<file path="src/rtl/change_dispenser.sv">
// rtl/change_dispenser.sv - greedy two-chute change payout with per-chute inventory
// Optional audit counters (paid_total, short_total) enabled by defining CHANGE_AUDIT_EN.
`timescale 1ns/1ps
module change_dispenser #(
  parameter int INV_W       = 6,
  parameter int INV5_INIT   = 20,
  parameter int INV10_INIT  = 20,
  parameter int ACK_TIMEOUT = 15
) (
  input  logic             clk,
  input  logic             rst,
  input  logic [2:0]       change_req,
  input  logic             req_valid,
  output logic             req_ready,
  output logic             eject5,
  output logic             eject10,
  input  logic             hopper_ack,
  input  logic             refill_valid,
  input  logic [INV_W-1:0] refill5,
  input  logic [INV_W-1:0] refill10,
  input  logic             clr_fault,
  output logic             done,
  output logic [2:0]       short_amt,
  output logic             fault,
  output logic [INV_W-1:0] inv5,
  output logic [INV_W-1:0] inv10
`ifdef CHANGE_AUDIT_EN
  ,
  output logic [15:0]      paid_total,
  output logic [15:0]      short_total
`endif
);

  localparam int TW = $clog2(ACK_TIMEOUT + 1);

  typedef enum logic [1:0] {IDLE, PLAN, WAIT, FAULT} state_t;

  state_t        state;
  logic [2:0]    rem;
  logic [TW-1:0] timer;
  logic          take5;
  logic          take10;

  // Refill and a same-cycle coin drop net together, then clamp at full scale.
  function automatic logic [INV_W-1:0] inv_next(input logic [INV_W-1:0] cur,
                                                input logic [INV_W-1:0] add,
                                                input logic dec);
    logic [INV_W:0] sum;
    sum = {1'b0, cur} + (refill_valid ? {1'b0, add} : '0) - {{INV_W{1'b0}}, dec};
    inv_next = (sum > {1'b0, {INV_W{1'b1}}}) ? {INV_W{1'b1}} : sum[INV_W-1:0];
  endfunction

  always_comb begin
    take5  = (state == WAIT) && hopper_ack && eject5;
    take10 = (state == WAIT) && hopper_ack && eject10;
  end

  always_ff @(posedge clk) begin
    if (!rst) begin
      state     <= IDLE;
      rem       <= '0;
      timer     <= '0;
      req_ready <= 1'b1;
      eject5    <= 1'b0;
      eject10   <= 1'b0;
      done      <= 1'b0;
      short_amt <= '0;
      fault     <= 1'b0;
      inv5      <= INV_W'(INV5_INIT);
      inv10     <= INV_W'(INV10_INIT);
`ifdef CHANGE_AUDIT_EN
      paid_total  <= '0;
      short_total <= '0;
`endif
    end else begin
      done      <= 1'b0;
      short_amt <= '0;
      inv5      <= inv_next(inv5, refill5, take5);
      inv10     <= inv_next(inv10, refill10, take10);
      case (state)
        IDLE: begin
          if (req_valid && change_req >= 3'd1 && change_req <= 3'd4) begin
            rem       <= change_req;
            req_ready <= 1'b0;
            state     <= PLAN;
          end
        end
        PLAN: begin
          if (rem >= 3'd2 && inv10 != '0) begin
            eject10 <= 1'b1;
            timer   <= '0;
            state   <= WAIT;
          end else if (rem != 3'd0 && inv5 != '0) begin
            eject5 <= 1'b1;
            timer  <= '0;
            state  <= WAIT;
          end else begin
            // rem is either zero or the shortfall the hopper cannot cover
            done      <= 1'b1;
            short_amt <= rem;
            rem       <= '0;
            req_ready <= 1'b1;
            state     <= IDLE;
`ifdef CHANGE_AUDIT_EN
            short_total <= short_total + {13'd0, rem};
`endif
          end
        end
        WAIT: begin
          if (hopper_ack) begin
            eject5  <= 1'b0;
            eject10 <= 1'b0;
            rem     <= eject10 ? rem - 3'd2 : rem - 3'd1;
            state   <= PLAN;
`ifdef CHANGE_AUDIT_EN
            paid_total <= paid_total + (eject10 ? 16'd2 : 16'd1);
`endif
          end else if (timer == TW'(ACK_TIMEOUT - 1)) begin
            eject5  <= 1'b0;
            eject10 <= 1'b0;
            fault   <= 1'b1;
            state   <= FAULT;
          end else begin
            timer <= timer + 1'b1;
          end
        end
        FAULT: begin
          if (clr_fault) begin
            fault     <= 1'b0;
            rem       <= '0;
            req_ready <= 1'b1;
            state     <= IDLE;
          end
        end
        default: state <= IDLE;
      endcase
    end
  end

endmodule

</file>
<file path="config.mk">
export PLATFORM = sky130hd
export DESIGN_NAME = change_dispenser
export DESIGN_NICKNAME = d
export VERILOG_FILES = /design/src/rtl/change_dispenser.sv
export SDC_FILE = /design/constraint.sdc
export NUM_CORES = 1
export LEC_CHECK = 0
export CAP_MARGIN = 30
export CORE_ASPECT_RATIO = 1.5
export CORE_MARGIN = 2
export CORE_UTILIZATION = 33
export DETAILED_ROUTE_END_ITERATION = 16
export HOLD_SLACK_MARGIN = 0.12
export SETUP_SLACK_MARGIN = 0.05
export SLEW_MARGIN = 5
export SYNTH_ARGS = -nofsm -noshare
export SYNTH_HDL_FRONTEND = slang
export SYNTH_SLANG_ARGS = --single-unit
</file>
<file path="constraint.sdc">
create_clock -name clk -period 4.9 [get_ports clk]
set_clock_uncertainty 0.2 [all_clocks]
set_input_delay 0.49 -clock clk [delete_from_list [all_inputs] [get_ports clk]]
set_output_delay 0.49 -clock clk [all_outputs]
set_load 0.01 [all_outputs]
</file>
* Yosys cells after proc, flatten, opt, wreduce, memory -nomap -nowiden
Cells that the tools add are included.
** Word-level totals
- Flip-flop bits (word level) :: 29
- Input bits :: 21
- Output and inout bits :: 20
- Logic and storage cells :: 108
** Operators by class
- Add/subtract/negate cells :: 7
- Order comparisons :: 5
- Eq/ne operators :: 16
- Mux-type cells :: 40
- Bitwise operators :: 2
- Reduce and logical (&&, ||, !) cells :: 25
** Operator list (count)
- 2-to-1 mux 6 bit :: 4
- 2-to-1 mux 3 bit :: 6
- inequality test 2 bit (second input constant) :: 9
- 2-to-1 mux 4 bit :: 4
- adder 6 x 6 -> 7 bit :: 2
- greater-than comparator 7 x 6 -> 1 bit (second input constant) :: 2
- subtractor 7 x 1 -> 7 bit :: 2
- 2-to-1 mux 1 bit :: 13
- 2-to-1 mux 2 bit :: 6
- one-hot mux 3 bit (4 select lines) :: 1
- AND reduction 4 bit :: 3
- nonzero test 6 bit :: 2
- AND reduction 5 bit :: 2
- one-hot mux 2 bit (4 select lines) :: 1
- one-hot mux 4 bit (2 select lines) :: 1
- logical AND 1 bit :: 7
- one-hot mux 1 bit (2 select lines) :: 3
- AND reduction 3 bit :: 2
- nonzero test 3 bit :: 2
- adder 4 x 1 -> 4 bit (second input constant) :: 1
- == test 2 bit (second input constant) :: 2
- == test 4 bit (second input constant) :: 1
- nonzero test 2 bit :: 2
- OR reduction 2 bit :: 2
- 14 further kinds :: 15

* Depth between registers and ports, before layout
- Word-level depth :: 6
- Gate-level depth with buffers :: 12
- Depth with buffers taken out :: 12

* Least setup slack after synthesis
No wires, ideal clock.
- Kind :: input-to-reg
- From :: input refill_valid
- To :: register inv5[4]
- Library setup time :: 0.127 ns
- Arrival :: 2.657 ns
- Required time :: 4.573 ns
- Slack :: 1.916 ns
- Stages on the path :: 11
- Path buffers :: 1
- Path through :: clkbuf_1 nand2_1 ha_1 inv_1 ha_1 fa_1 a211oi_1 o21bai_1 a21oi_2 xnor2_1 or3_1
** Between the ends
- Longest elaborated chain between the ends :: 5
** RTL lines
- from (decl) :: RTL line 18 : input logic refill_valid,
- 2-to-1 mux 6 bit (*) :: RTL line 49 : sum = {1'b0, cur} + (refill_valid ? {1'b0, add} : '0) - {{INV_W{1'b0}}, dec};
- adder 6 x 6 -> 7 bit (*) :: RTL line 49
- subtractor 7 x 1 -> 7 bit (*) :: RTL line 49
- greater-than comparator 7 x 6 -> 1 bit :: RTL line 50 : inv_next = (sum > {1'b0, {INV_W{1'b1}}}) ? {INV_W{1'b1}} : sum[INV_W-1:0];
- OR reduction 2 bit (no line)
- to (signal assigned) :: RTL line 69 : inv5 <= INV_W'(INV5_INIT);
- to (signal assigned) :: RTL line 78 : inv5 <= inv_next(inv5, refill5, take5);
- to (decl) :: RTL line 25 : output logic [INV_W-1:0] inv5,
Mark *: on every way between the ends. The rest lies on a longest branch, timed or not.
A chain may end at the register's enable or synchronous reset.

* Final worst setup path
- From :: register state[1]
- To :: register inv5[2]
** Between the ends
- Longest elaborated chain between the ends :: 6
** RTL lines
- from (decl) :: RTL line 38 : state_t state;
- from (signal assigned) :: RTL line 60 : state <= IDLE;
- from (signal assigned) :: RTL line 85 : state <= PLAN;
- from (signal assigned) :: RTL line 92 : state <= WAIT;
- == test 2 bit (*) :: RTL line 54 : take5 = (state == WAIT) && hopper_ack && eject5;
- logical AND 1 bit (*) (2 in series) :: RTL line 54
- subtractor 7 x 1 -> 7 bit (*) :: RTL line 49
- greater-than comparator 7 x 6 -> 1 bit :: RTL line 50
- OR reduction 2 bit (no line)
Marked as above.

==> results.sh <==
export IMPL_outcome="complete, no violations"
export IMPL_unrepaired_setup_endpoints_after_global_routing="false"
export IMPL_vertical_extent_of_the_die_um=100.5
export IMPL_yosysUniqueCellTypes=42
export IMPL_fillCellCount=623
export IMPL_setup_total_negative_slack_ns=0
export IMPL_first_global_vias=1792
export IMPL_io_buffers=40
export IMPL_grt_max_degree=20
export IMPL_postLayoutCellArea_sq_um=2591
export IMPL_endpoint_kind="flip-flop"
export IMPL_max_slew_worst_pin_slew_ns=0.5297
export IMPL_floorplan_rows=35
export IMPL_netlist_top_cell_by_area="sky130_fd_sc_hd__dfxtp_1"
export IMPL_postCtsHoldBufs=0
export IMPL_critPathKind="reg -> reg"
export IMPL_floorplan_initialDensity_pct=33.67
export IMPL_synth_edff_count=0
export IMPL_post_cts_setup_buffer_count=0
export IMPL_layout_commonest_cell="sky130_fd_sc_hd__inv_1"
export IMPL_setup_worst_path_start_class="flip-flop"
export IMPL_coreArea_sq_um=6087
export IMPL_synth_nets=300
export IMPL_crit_top_cell="sky130_fd_sc_hd__ha_1"
export IMPL_pin_count=41
export IMPL_clk_pin_slew_worst_setup_hold_paths_ns=0.07
export IMPL_timing_critical_path_slowest_stage_cell="sky130_fd_sc_hd__dfxtp_1"
export IMPL_cp_startpoint="state[1]"
export IMPL_drc_errors=0
export IMPL_final_critical_path_setup_slack_ns=1.436
export IMPL_peakVddDrop_mv=0.1592
export IMPL_hold_path_class="reg -> reg"
export IMPL_dp_hpwl_um=3869
export IMPL_critical_path_peak_fanout=13
export IMPL_cts_tree="yes"
export IMPL_firstDrtPassIters=4
export IMPL_power_static_leakage_uw=0.001176
export IMPL_layout_drive_gt1_share_pct=4.498
export IMPL_hp_start="eject5"
export IMPL_placement_cell_area_sq_um=2490
export IMPL_clock_root_buffer="sky130_fd_sc_hd__clkbuf_8"
export IMPL_clock_fmax_ghz=0.2887
export IMPL_area_growth_pct=26.43
export IMPL_synth_ff_type="sky130_fd_sc_hd__dfxtp_1"
export IMPL_worst_r2r_startpoint="state[1]"
export IMPL_grt_usage_pct=15.32
export IMPL_cts_repair_resize_count=0
export IMPL_max_clock_path_buffers=2
export IMPL_critical_path_max_stage_delay_ns=0.60
export IMPL_powerDensity_nw_per_um2=501.1
export IMPL_synthTopCellsByArea="sky130_fd_sc_hd__dfxtp_1 (28%), sky130_fd_sc_hd__ha_1 (18%), sky130_fd_sc_hd__inv_1 (7.5%)"
export IMPL_synth_cells=247
export IMPL_floorplan_die_width_um=68.35
export IMPL_period_share_pct=70.69
export IMPL_timing_critical_path_arrival_ns=3.43
export IMPL_gp_weighted_congestion=0.8472
export IMPL_async_flop_share_pct=0
export IMPL_antenna_cells_inserted=0
export IMPL_route_antenna_remaining_nets=0
export IMPL_dp_worst_setup_slack_ns=1.221
export IMPL_synthesis_area_per_instance_sq_um=8.297
export IMPL_yosysSeqAreaShare_pct=28.33
export IMPL_fin_crit_period_ns=3.464
export IMPL_relSlewSlack_pct=64.44
export IMPL_yosysWarnings=0
export IMPL_final_net_count=341
export IMPL_grt_pass1_wl_um=7928
export IMPL_fp_dieArea_sq_um=6870
export IMPL_totalWireLength_um=4774
export IMPL_drt_first_iter_violations=31
export IMPL_htreeDepth=2
export IMPL_residual_overflow_from_global_routing=0
export IMPL_clock_sink_count=29
export IMPL_worst_endpoint_required_ns=4.86
export IMPL_final_count_of_pins_violating_max_slew=0
export IMPL_worst_skew_pair_late_latency_ns=0.28
export IMPL_worstPathCellList="nor2b_1, and3_1, ha_1, inv_1, ha_1, fa_1, a211oi_1, o21bai_1, a21oi_2, xnor2_1, or3_1"
export IMPL_netlist_area_leader_share_pct=28.33
export IMPL_report_final_setup_viol=0
export IMPL_num_vias=1777
export IMPL_synth_cell_area_sq_um=2049
export IMPL_ys_seq_elements=29
export IMPL_route_detailed_vias_per_inst=4.895
export IMPL_cap_viol_max_count=0
export IMPL_grt_antenna_before_repair=0
export IMPL_most_frequent_cells_in_the_layout="sky130_fd_sc_hd__inv_1 (41), sky130_fd_sc_hd__clkdlybuf4s50_1 (40), sky130_fd_sc_hd__ha_1 (30)"
export IMPL_routedWlPerCell_um=13.15
export IMPL_hold_violations=0
export IMPL_cts_made_buffers=5
==> sequential cells by signal, summed over array words and instances, names as in the netlist <==
register and count:
inv10 6, inv5 6, timer 4, rem 3, short_amt 3, state 2
done 1, eject10 1, eject5 1, fault 1, req_ready 1
==> power breakdown <==
| part | total [uW] | switching, uW | leakage, uW | internal (uW) |
|---|---|---|---|---|
| Clock | 221 | 94.4 | 0.0000542 | 127 |
| Combinational | 737 | 380 | 0.000883 | 357 |
| Sequential | 341 | 48.2 | 0.000238 | 292 |
==> cell type report <==
| class | instances | area (sq um) | share of cell area (%) |
|---|---|---|---|
| Clock buffer | 7 | 96.34 | 3.718 |
| Multi-Input combinational cell | 170 | 1255 | 48.43 |
| Tap cell | 74 | 92.59 | 3.573 |
| Clock inverter | 1 | 5.005 | 0.1931 |
| Inverter | 41 | 153.9 | 5.939 |
| Timing Repair Buffer | 41 | 407.9 | 15.74 |
| Sequential cell | 29 | 580.6 | 22.40 |
==> synth_stat cells (all sizes together), types with 2 or more instances <==
master   n
inv     41
ha      30
dfxtp   29
nand2   28
a21oi   17
nor2     8
o21ai    8
clkbuf   6
nand3    6
and3     5
mux2i    5
o21a     5
xnor2    5
xor2     5
a211oi   4
or3      4
a21o     3
and2     3
nor2b    3
nor3b    3
o21bai   3
o31ai    3
a31oi    2
a32oi    2
fa       2
nand2b   2
nor4     2
o211ai   2
==> cells by family after synthesis <==
logic type / Yosys count / synth area share [%]
buffers and inverters: 48 / 10.44
AO/OA/AOI/OAI: 56 / 18.19
adder cells (fa/ha/maj): 32 / 20.27
XOR/XNOR: 10 / 4.273
multiplexers: 5 / 2.442
AND/OR/NAND/NOR: 67 / 16.06
flip-flops: 29 / 28.33
==> through the flow <==
| step | hold WS [ns] | utilization, % | total power (uW) | cells |
|---|---|---|---|---|
| after floorplan | 0.2688 | - | 853.5 | 247 |
| after global placement | 0.2811 | 40.90 | 1081 | 355 |
| after detailed placement | 0.2808 | 40.90 | 1090 | 355 |
| after CTS | 0.2920 | 42.57 | 1313 | 363 |
| after global routing | 0.3179 | 42.57 | 1420 | 363 |
| final | 0.2944 | 42.57 | 1298 | 363 |
==> final timing paths <==
check / end / slack (ns) / cells past startpoint
max: inv5[2] / 1.44 / 11
min: eject5 / 0.29 / 2
max reg2reg: inv5[2] / 1.44 / 11
min reg2reg: eject5 / 0.29 / 2
==> layer usage <==
layer  vias to the layer above  part of all wire (%)  global-route usage [%]
met2                        27                    55                   28.75
li1                        920                     -                       -
met1                       822                    41                   17.00
met3                         8                   2.6                   2.011
met4                         0                   1.3                   5.077
met5                         -                     0                       0
==> critical path, delay by kind of cell (launching register included) <==
kind / cells / cell delay, ns
xor gates and xnor gates: 1 / 0.14
AOI/OAI and AO/OA: 3 / 0.52
and+or+nand+nor: 3 / 1.08
buffers and inverters: 1 / 0.04
DFF: 1 / 0.60
adders and majority gates: 3 / 0.77
Note: power is estimated with default switching activity, not from simulation.
